$ cat config.mk
export PLATFORM = sky130hd
export DESIGN_NAME = regfile_wb_arbiter_flat
export DESIGN_NICKNAME = d
export VERILOG_FILES = /design/src/rtl/regfile_wb_arbiter_if.sv /design/src/rtl/regfile_wb_arbiter.sv /design/src/flat_wrapper.sv
export SDC_FILE = /design/constraint.sdc
export NUM_CORES = 1
export LEC_CHECK = 0
export ABC_CLOCK_PERIOD_IN_PS = 5800
export CORE_MARGIN = 5
export CORE_UTILIZATION = 40
export DETAILED_ROUTE_END_ITERATION = 10
export HOLD_SLACK_MARGIN = 0.03
export PLACE_DENSITY_LB_ADDON = 0.08
export SYNTH_ARGS = -nofsm -noshare
export SYNTH_HDL_FRONTEND = slang
export SYNTH_SLANG_ARGS = --single-unit
export TNS_END_PERCENT = 1
$ cat constraint.sdc
create_clock -name clk -period 5.8 [get_ports clk]
set_clock_uncertainty 0.05 [all_clocks]
set_input_delay 1.16 -clock clk [delete_from_list [all_inputs] [get_ports clk]]
set_output_delay 1.16 -clock clk [all_outputs]
set_load 0.02 [all_outputs]
$ cat src/rtl/regfile_wb_arbiter_if.sv
// rtl/regfile_wb_arbiter_if.sv - writeback request, hazard check and register-file write signals
interface regfile_wb_arbiter_if #(
  parameter int DATA_W = 32,
  parameter int ADDR_W = 5
);
  localparam int NREG = 2 ** ADDR_W;

  // Requester A (ALU result path)
  logic              a_valid;
  logic              a_ready;
  logic [ADDR_W-1:0] a_rd;
  logic [DATA_W-1:0] a_data;

  // Requester B (load/memory return path)
  logic              b_valid;
  logic              b_ready;
  logic [ADDR_W-1:0] b_rd;
  logic [DATA_W-1:0] b_data;

  // Issue-side scoreboard claim and decode-side hazard check
  logic              issue_valid;
  logic [ADDR_W-1:0] issue_rd;
  logic [ADDR_W-1:0] chk_rs1;
  logic [ADDR_W-1:0] chk_rs2;
  logic              hazard;

  // Register file write port
  logic              reg_write;
  logic [ADDR_W-1:0] rd;
  logic [DATA_W-1:0] write_data;
  logic [NREG-1:0]   busy;

  modport slave (
    input  a_valid, a_rd, a_data,
    input  b_valid, b_rd, b_data,
    input  issue_valid, issue_rd, chk_rs1, chk_rs2,
    output a_ready, b_ready, hazard,
    output reg_write, rd, write_data, busy
  );

  modport master (
    output a_valid, a_rd, a_data,
    output b_valid, b_rd, b_data,
    output issue_valid, issue_rd, chk_rs1, chk_rs2,
    input  a_ready, b_ready, hazard,
    input  reg_write, rd, write_data, busy
  );
endinterface

$ cat src/rtl/regfile_wb_arbiter.sv
// rtl/regfile_wb_arbiter.sv - round-robin writeback arbiter with busy scoreboard for one register-file write port
module regfile_wb_arbiter #(
  parameter int DATA_W = 32,
  parameter int ADDR_W = 5
) (
  input  logic                 clk,
  input  logic                 reset,
  regfile_wb_arbiter_if.slave  bus
);
  localparam int NREG = 2 ** ADDR_W;

  typedef enum logic {
    GRANT_A = 1'b0,
    GRANT_B = 1'b1
  } grant_e;

  grant_e            last_grant_q, last_grant_d;
  logic              reg_write_q, reg_write_d;
  logic [ADDR_W-1:0] rd_q, rd_d;
  logic [DATA_W-1:0] data_q, data_d;
  logic [NREG-1:0]   busy_q, busy_d;

  logic both_valid;
  logic a_ready, b_ready;
  logic a_fire, b_fire;
  logic hazard;

  // Arbitration: a lone requester (or nobody) sees ready; on conflict the one not granted last wins
  always_comb begin
    both_valid = bus.a_valid && bus.b_valid;
    a_ready    = !both_valid || (last_grant_q == GRANT_B);
    b_ready    = !both_valid || (last_grant_q == GRANT_A);
    a_fire     = bus.a_valid && a_ready;
    b_fire     = bus.b_valid && b_ready;
  end

  // Write stage next state: capture the winner; register 0 completes the handshake but never writes
  always_comb begin
    last_grant_d = last_grant_q;
    reg_write_d  = 1'b0;
    rd_d         = rd_q;
    data_d       = data_q;
    if (a_fire) begin
      last_grant_d = GRANT_A;
      reg_write_d  = (bus.a_rd != '0);
      rd_d         = bus.a_rd;
      data_d       = bus.a_data;
    end else if (b_fire) begin
      last_grant_d = GRANT_B;
      reg_write_d  = (bus.b_rd != '0);
      rd_d         = bus.b_rd;
      data_d       = bus.b_data;
    end
  end

  // Scoreboard next state: clear on commit, then set on issue so a newer producer overrides the clear
  always_comb begin
    busy_d = busy_q;
    if (reg_write_q) begin
      busy_d[rd_q] = 1'b0;
    end
    if (bus.issue_valid && (bus.issue_rd != '0)) begin
      busy_d[bus.issue_rd] = 1'b1;
    end
    busy_d[0] = 1'b0;
  end

  // Read-after-write hazard against the scoreboard only; the in-flight write stage is not bypassed
  always_comb begin
    hazard = ((bus.chk_rs1 != '0) && busy_q[bus.chk_rs1]) ||
             ((bus.chk_rs2 != '0) && busy_q[bus.chk_rs2]);
  end

  // State registers; reset drops any in-flight write and biases the first conflict toward A
  always_ff @(posedge clk or posedge reset) begin
    if (reset) begin
      last_grant_q <= GRANT_B;
      reg_write_q  <= 1'b0;
      rd_q         <= '0;
      data_q       <= '0;
      busy_q       <= '0;
    end else begin
      last_grant_q <= last_grant_d;
      reg_write_q  <= reg_write_d;
      rd_q         <= rd_d;
      data_q       <= data_d;
      busy_q       <= busy_d;
    end
  end

  assign bus.a_ready    = a_ready;
  assign bus.b_ready    = b_ready;
  assign bus.hazard     = hazard;
  assign bus.reg_write  = reg_write_q;
  assign bus.rd         = rd_q;
  assign bus.write_data = data_q;
  assign bus.busy       = busy_q;
endmodule

$ cat src/flat_wrapper.sv
// flat-port wrapper written by rule: the top's interface ports become plain ports
module regfile_wb_arbiter_flat 
#(
  parameter int DATA_W = 32,
  parameter int ADDR_W = 5
)
  (clk, reset, bus_a_valid, bus_a_rd, bus_a_data, bus_b_valid, bus_b_rd, bus_b_data, bus_issue_valid, bus_issue_rd, bus_chk_rs1, bus_chk_rs2, bus_a_ready, bus_b_ready, bus_hazard, bus_reg_write, bus_rd, bus_write_data, bus_busy);
  regfile_wb_arbiter_if #(.DATA_W(DATA_W), .ADDR_W(ADDR_W)) bus_i ();
  input  logic clk;
  input  logic reset;
  input wire logic [$bits(bus_i.a_valid)-1:0] bus_a_valid;
  input wire logic [$bits(bus_i.a_rd)-1:0] bus_a_rd;
  input wire logic [$bits(bus_i.a_data)-1:0] bus_a_data;
  input wire logic [$bits(bus_i.b_valid)-1:0] bus_b_valid;
  input wire logic [$bits(bus_i.b_rd)-1:0] bus_b_rd;
  input wire logic [$bits(bus_i.b_data)-1:0] bus_b_data;
  input wire logic [$bits(bus_i.issue_valid)-1:0] bus_issue_valid;
  input wire logic [$bits(bus_i.issue_rd)-1:0] bus_issue_rd;
  input wire logic [$bits(bus_i.chk_rs1)-1:0] bus_chk_rs1;
  input wire logic [$bits(bus_i.chk_rs2)-1:0] bus_chk_rs2;
  output wire logic [$bits(bus_i.a_ready)-1:0] bus_a_ready;
  output wire logic [$bits(bus_i.b_ready)-1:0] bus_b_ready;
  output wire logic [$bits(bus_i.hazard)-1:0] bus_hazard;
  output wire logic [$bits(bus_i.reg_write)-1:0] bus_reg_write;
  output wire logic [$bits(bus_i.rd)-1:0] bus_rd;
  output wire logic [$bits(bus_i.write_data)-1:0] bus_write_data;
  output wire logic [$bits(bus_i.busy)-1:0] bus_busy;
  assign bus_i.a_valid = bus_a_valid;
  assign bus_i.a_rd = bus_a_rd;
  assign bus_i.a_data = bus_a_data;
  assign bus_i.b_valid = bus_b_valid;
  assign bus_i.b_rd = bus_b_rd;
  assign bus_i.b_data = bus_b_data;
  assign bus_i.issue_valid = bus_issue_valid;
  assign bus_i.issue_rd = bus_issue_rd;
  assign bus_i.chk_rs1 = bus_chk_rs1;
  assign bus_i.chk_rs2 = bus_chk_rs2;
  assign bus_a_ready = bus_i.a_ready;
  assign bus_b_ready = bus_i.b_ready;
  assign bus_hazard = bus_i.hazard;
  assign bus_reg_write = bus_i.reg_write;
  assign bus_rd = bus_i.rd;
  assign bus_write_data = bus_i.write_data;
  assign bus_busy = bus_i.busy;
  regfile_wb_arbiter #(.DATA_W(DATA_W), .ADDR_W(ADDR_W)) u_core (.clk(clk), .reset(reset), .bus(bus_i));
endmodule
* Word-level counts from Yosys, hierarchy flattened
Index checks and enable logic that the tools add are counted. Widths: inputs -> output; s select.
Word-level totals: register bits after elaboration 70, input bits 94, output and inout bits 73, logic and storage cells 51
Cells by class: $lt $le $gt $ge 6, mux-type cells 18, bitwise operators 4, reduce and logical (&&, ||, !) cells 18
Operators by type and width (number):
- $mux 32 | 4
- $and 32x32->32 | 1
- $not 32->32 | 1
- $or 32x32->32 | 1
- $reduce_bool 5->1 | 5
- $lt 5x6->1 const B | 4
- $bmux 1 s5 | 2
- $demux 1 s5 | 2
- $ge 5x1->1 const B | 2
- $mux 5 | 2
- $logic_and 1x1->1 | 8
- $mux 1 | 8
- $logic_or 1x1->1 | 3
- $reduce_bool 2->1 | 1
- $logic_not 1->1 | 1
- $not 1->1 | 1

* Longest topological paths before layout
word-level depth 9, gate-level depth with buffers 7, depth with buffers taken out 5

* Worst setup path before layout
No wires, ideal clock.
path type input port to output port, start input port bus_chk_rs2[0], end output port bus_hazard, data arrival time 2.508 ns, data required time 4.590 ns, setup slack 2.082 ns, stages 4, path buffers 1, cell sequence buf_6 -> mux4_2 -> or3b_1 -> a311o_1
On the way: word-level cells in the longest chain between the ends 4, elaborated cells on any way between the ends 5, classes of those cells 2 x mux; 3 x reduce/logical
Ends and longest elaborated chain:
- start, declared | RTL line flat_wrapper.sv:20 | input wire logic [$bits(bus_i.chk_rs2)-1:0] bus_chk_rs2;
- $bmux 1 s5 | RTL line regfile_wb_arbiter.sv:71 | ((bus.chk_rs2 != '0) && busy_q[bus.chk_rs2]);
- $mux 1 (not written as such) | RTL line regfile_wb_arbiter.sv:71
- $logic_and 1x1->1 * | RTL line regfile_wb_arbiter.sv:71
- $logic_or 1x1->1 * | RTL line regfile_wb_arbiter.sv:70 | hazard = ((bus.chk_rs1 != '0) && busy_q[bus.chk_rs1]) ||
- end, declared | RTL line flat_wrapper.sv:23 | output wire logic [$bits(bus_i.hazard)-1:0] bus_hazard;
Mark *: on every way between the ends. The rest lies on a longest branch, timed or not. The select of a mux whose other input is x is not followed.

* Final worst setup path
start input port bus_chk_rs1[0], end output port bus_hazard
On the way: word-level cells in the longest chain between the ends 4, elaborated cells on any way between the ends 5, classes of those cells 2 x mux; 3 x reduce/logical
Ends and longest elaborated chain:
- start, declared | RTL line flat_wrapper.sv:19 | input wire logic [$bits(bus_i.chk_rs1)-1:0] bus_chk_rs1;
- $bmux 1 s5 | RTL line regfile_wb_arbiter.sv:70
- $mux 1 (not written as such) | RTL line regfile_wb_arbiter.sv:70
- $logic_and 1x1->1 * | RTL line regfile_wb_arbiter.sv:70
- $logic_or 1x1->1 * | RTL line regfile_wb_arbiter.sv:70
Marked as above.

==> flow_summary.ini <==
[synthesis]
yosys_warnings = 0
ys_types = 43
synth_edf_count = 0
yosys.area.top_type = dfrtp_1
syn_inst = 437
netlist_area_um2 = 3955
synthTopCellsByArea = dfrtp_1 (44%), o21ai_0 (8.0%), a31oi_1 (5.1%)
yosys_most_used_dff = dfrtp_1
synth.top_cells.by_count = dfrtp_1 (69), o21ai_0 (63), nor2_1 (41)
synth_nets = 531
synth_top_area_share_pct = 43.66
ys_seq_elements = 70
post-synth-top-count-cell = dfrtp_1
async_flop_share_pct = 100.0
synth_area_per_cell_um2 = 9.050
yosysSeqAreaShare_pct = 44.32

[clocking]
clockBufferDepth = 2
post-cts-setup-buffer-count = 0
cts.sink_count = 70
root_buffer = clkbuf_8
cts_tree = yes
cts_buffers = 9
htreeDepth = 3
cts_resized = 0
clk_latency_ns = 0.35
cts_hold_buffers = 0
clk_pin_slew_ns = 0.08

[timing]
tns_ns = 0
hold_ws_ns = 0.5437
rsz0062_at_grt = no
drv_slew = 0
period_share_pct = 87.15
fmax_ghz = 0.1978
setup_viol = 0
slew_headroom_pct = 40.45
hold_viol_final = 0
period_minus_slack_ns = 5.055
worstMarginPinSlew_ns = 0.8932
worst_slack_ns = 0.7454

[setup_path]
start_kind = input pin
required_ns = 4.59
critPathMaxFanout = 12
arrival_ns = 3.84
worst-r2r-setup-slack_ns = 3.44
cp-startpoint = bus_chk_rs1[0]
crit_path_end_kind = primary output
path_class = input pin to primary output
rr_worst_depth = 5
r2r_end = u_core.bus.write_data[7]
r2r-start = u_core.last_grant_q

[hold_path]
holdPathEnd = u_core.bus.busy[4]
hp-start = u_core.bus.busy[4]
hp-class = flip-flop to flip-flop
worstHoldPathCells = 2

[global_route]
grt_pass1_vias = 4045
use_met1_pct = 29.25
gr-usage-met3_pct = 9.043
grt_max_degree = 89
grt_pass1_wl_um = 20930
busiest_layer = met2
use_met2_pct = 34.13
gr-usage-all-layers_pct = 22.36
antenna_found_initial = 0
overflow = 0

[power]
clkPwrFrac_pct = 19.1
ir_drop_mv = 0.1817
switching_share_pct = 38.26
total_power_mw = 2.122
p_switching_mw = 0.8120
powerDensity_nw_per_um2 = 363.3
p_int_mw = 1.310
power_frac_comb_pct = 42.7
cellLeakagePower_nw = 2.308
p_seq_share_pct = 38.2

[routing]
vias = 4086
via_per_inst = 5.667
dr.pass1.iters = 4
wire_per_inst_um = 18.42
post-route-drc-count = 0
drt_iter0_drc = 279
ant_nets = 0
drt_wl_total_um = 13280

[cells_and_area]
drive_above_1_share_pct = 6.803
area_growth_pct = 47.71
n_fill_cell = 887
diodes = 0
layout.nets = 677

[place]
portBuffers = 165
place_ws_ns = 0.7419
gp_congestion = 0.8541
dp_hpwl_um = 9570

[floorplan]
fp.dieH_um = 109.4
die-area_um2 = 11980
die_w_um = 109.4
coreArea_um2 = 9729
ioPinCount = 167
start_util_pct = 40.65
row_count = 36

[run]
cap_violations = 0

[outcome]
outcome = finished, final reports clean
==> sequential cells by signal (all words and copies together), names as in the netlist <==
name / count
u_core.bus.busy: 31
u_core.bus.rd: 5
u_core.bus.reg_write: 1
u_core.bus.write_data: 32
u_core.last_grant_q: 1
==> layout make-up <==
type | count | area, um2 | share of cell area (%)
multi-input cells | 297 | 1911 | 32.71
flip-flops and latches | 70 | 1753 | 30.01
repair buffers | 169 | 1677 | 28.70
well taps | 133 | 166.4 | 2.849
clock buffers | 11 | 141.4 | 2.420
inverters | 36 | 135.1 | 2.313
clock inverters | 5 | 58.81 | 1.007
==> cell families (layout without fill, tap and decap cells) <==
group,after synthesis,in the layout,synth area share (%)
and+or+nand+nor,92,92,11.83
AOI/OAI and AO/OA,178,178,26.48
DFF,70,70,44.32
buffers and inverters,70,221,7.371
muxes,26,26,9.902
other,1,1,0.09482
==> per-layer routing <==
metal	vias up	routed length, um
met3	18	1366
met5	-	0
met2	199	6221
met4	0	205
met1	1959	5485
li1	1910	-
==> worst max-delay path by stage <==
stage	end	slack [ns]	depth (start not counted)
global route	bus_hazard	0.64	7
detailed placement	bus_hazard	0.74	7
global placement	bus_hazard	0.77	7
finish	bus_hazard	0.75	7
floorplan	bus_hazard	2.08	4
CTS	bus_hazard	0.73	7
==> power by group through the flow <==
| stage | Sequential, mW | Clock [mW] | Combinational (mW) |
|---|---|---|---|
| floorplan | 0.917 | 0 | 0.316 |
| global placement | 0.821 | 0 | 0.891 |
| detailed placement | 0.815 | 0 | 0.910 |
| CTS | 0.806 | 0.410 | 0.912 |
| global route | 0.832 | 0.435 | 0.970 |
| finish | 0.811 | 0.405 | 0.906 |
==> metrics by stage <==
stage               util (%)  instances  area (um2)
floorplan                  -        437        3955
global placement       57.99        705        5642
detailed placement     57.99        705        5642
CTS                    60.04        721        5842
global route           60.04        721        5842
finish                 60.04        721        5842
==> critical path: stages <==
cell	delay, ns
clkdlybuf4s50_1	0.89
mux2_2	0.40
or3_1	0.30
o2111ai_1	0.10
o41ai_1	0.12
a311o_1	0.33
clkdlybuf4s50_1	0.54
==> cells in the final DEF (no fill, tap or decap), types with 3 or more instances in the layout <==
| cell | instances |
|---|---|
| a21oi_1 | 33 |
| a31oi_1 | 32 |
| buf_4 | 4 |
| clkbuf_8 | 10 |
| clkdlybuf4s50_1 | 164 |
| dfrtp_1 | 69 |
| inv_1 | 35 |
| mux2_2 | 3 |
| mux2i_1 | 14 |
| mux4_1 | 4 |
| mux4_2 | 5 |
| nand2_1 | 13 |
| nand3_1 | 7 |
| nand3b_1 | 12 |
| nor2_1 | 41 |
| nor2b_1 | 3 |
| o2111ai_1 | 3 |
| o21ai_0 | 63 |
| o221a_2 | 5 |
| o22ai_1 | 32 |
| or3_1 | 3 |
| or3b_2 | 4 |
Note: power is estimated with default switching activity, not from simulation.
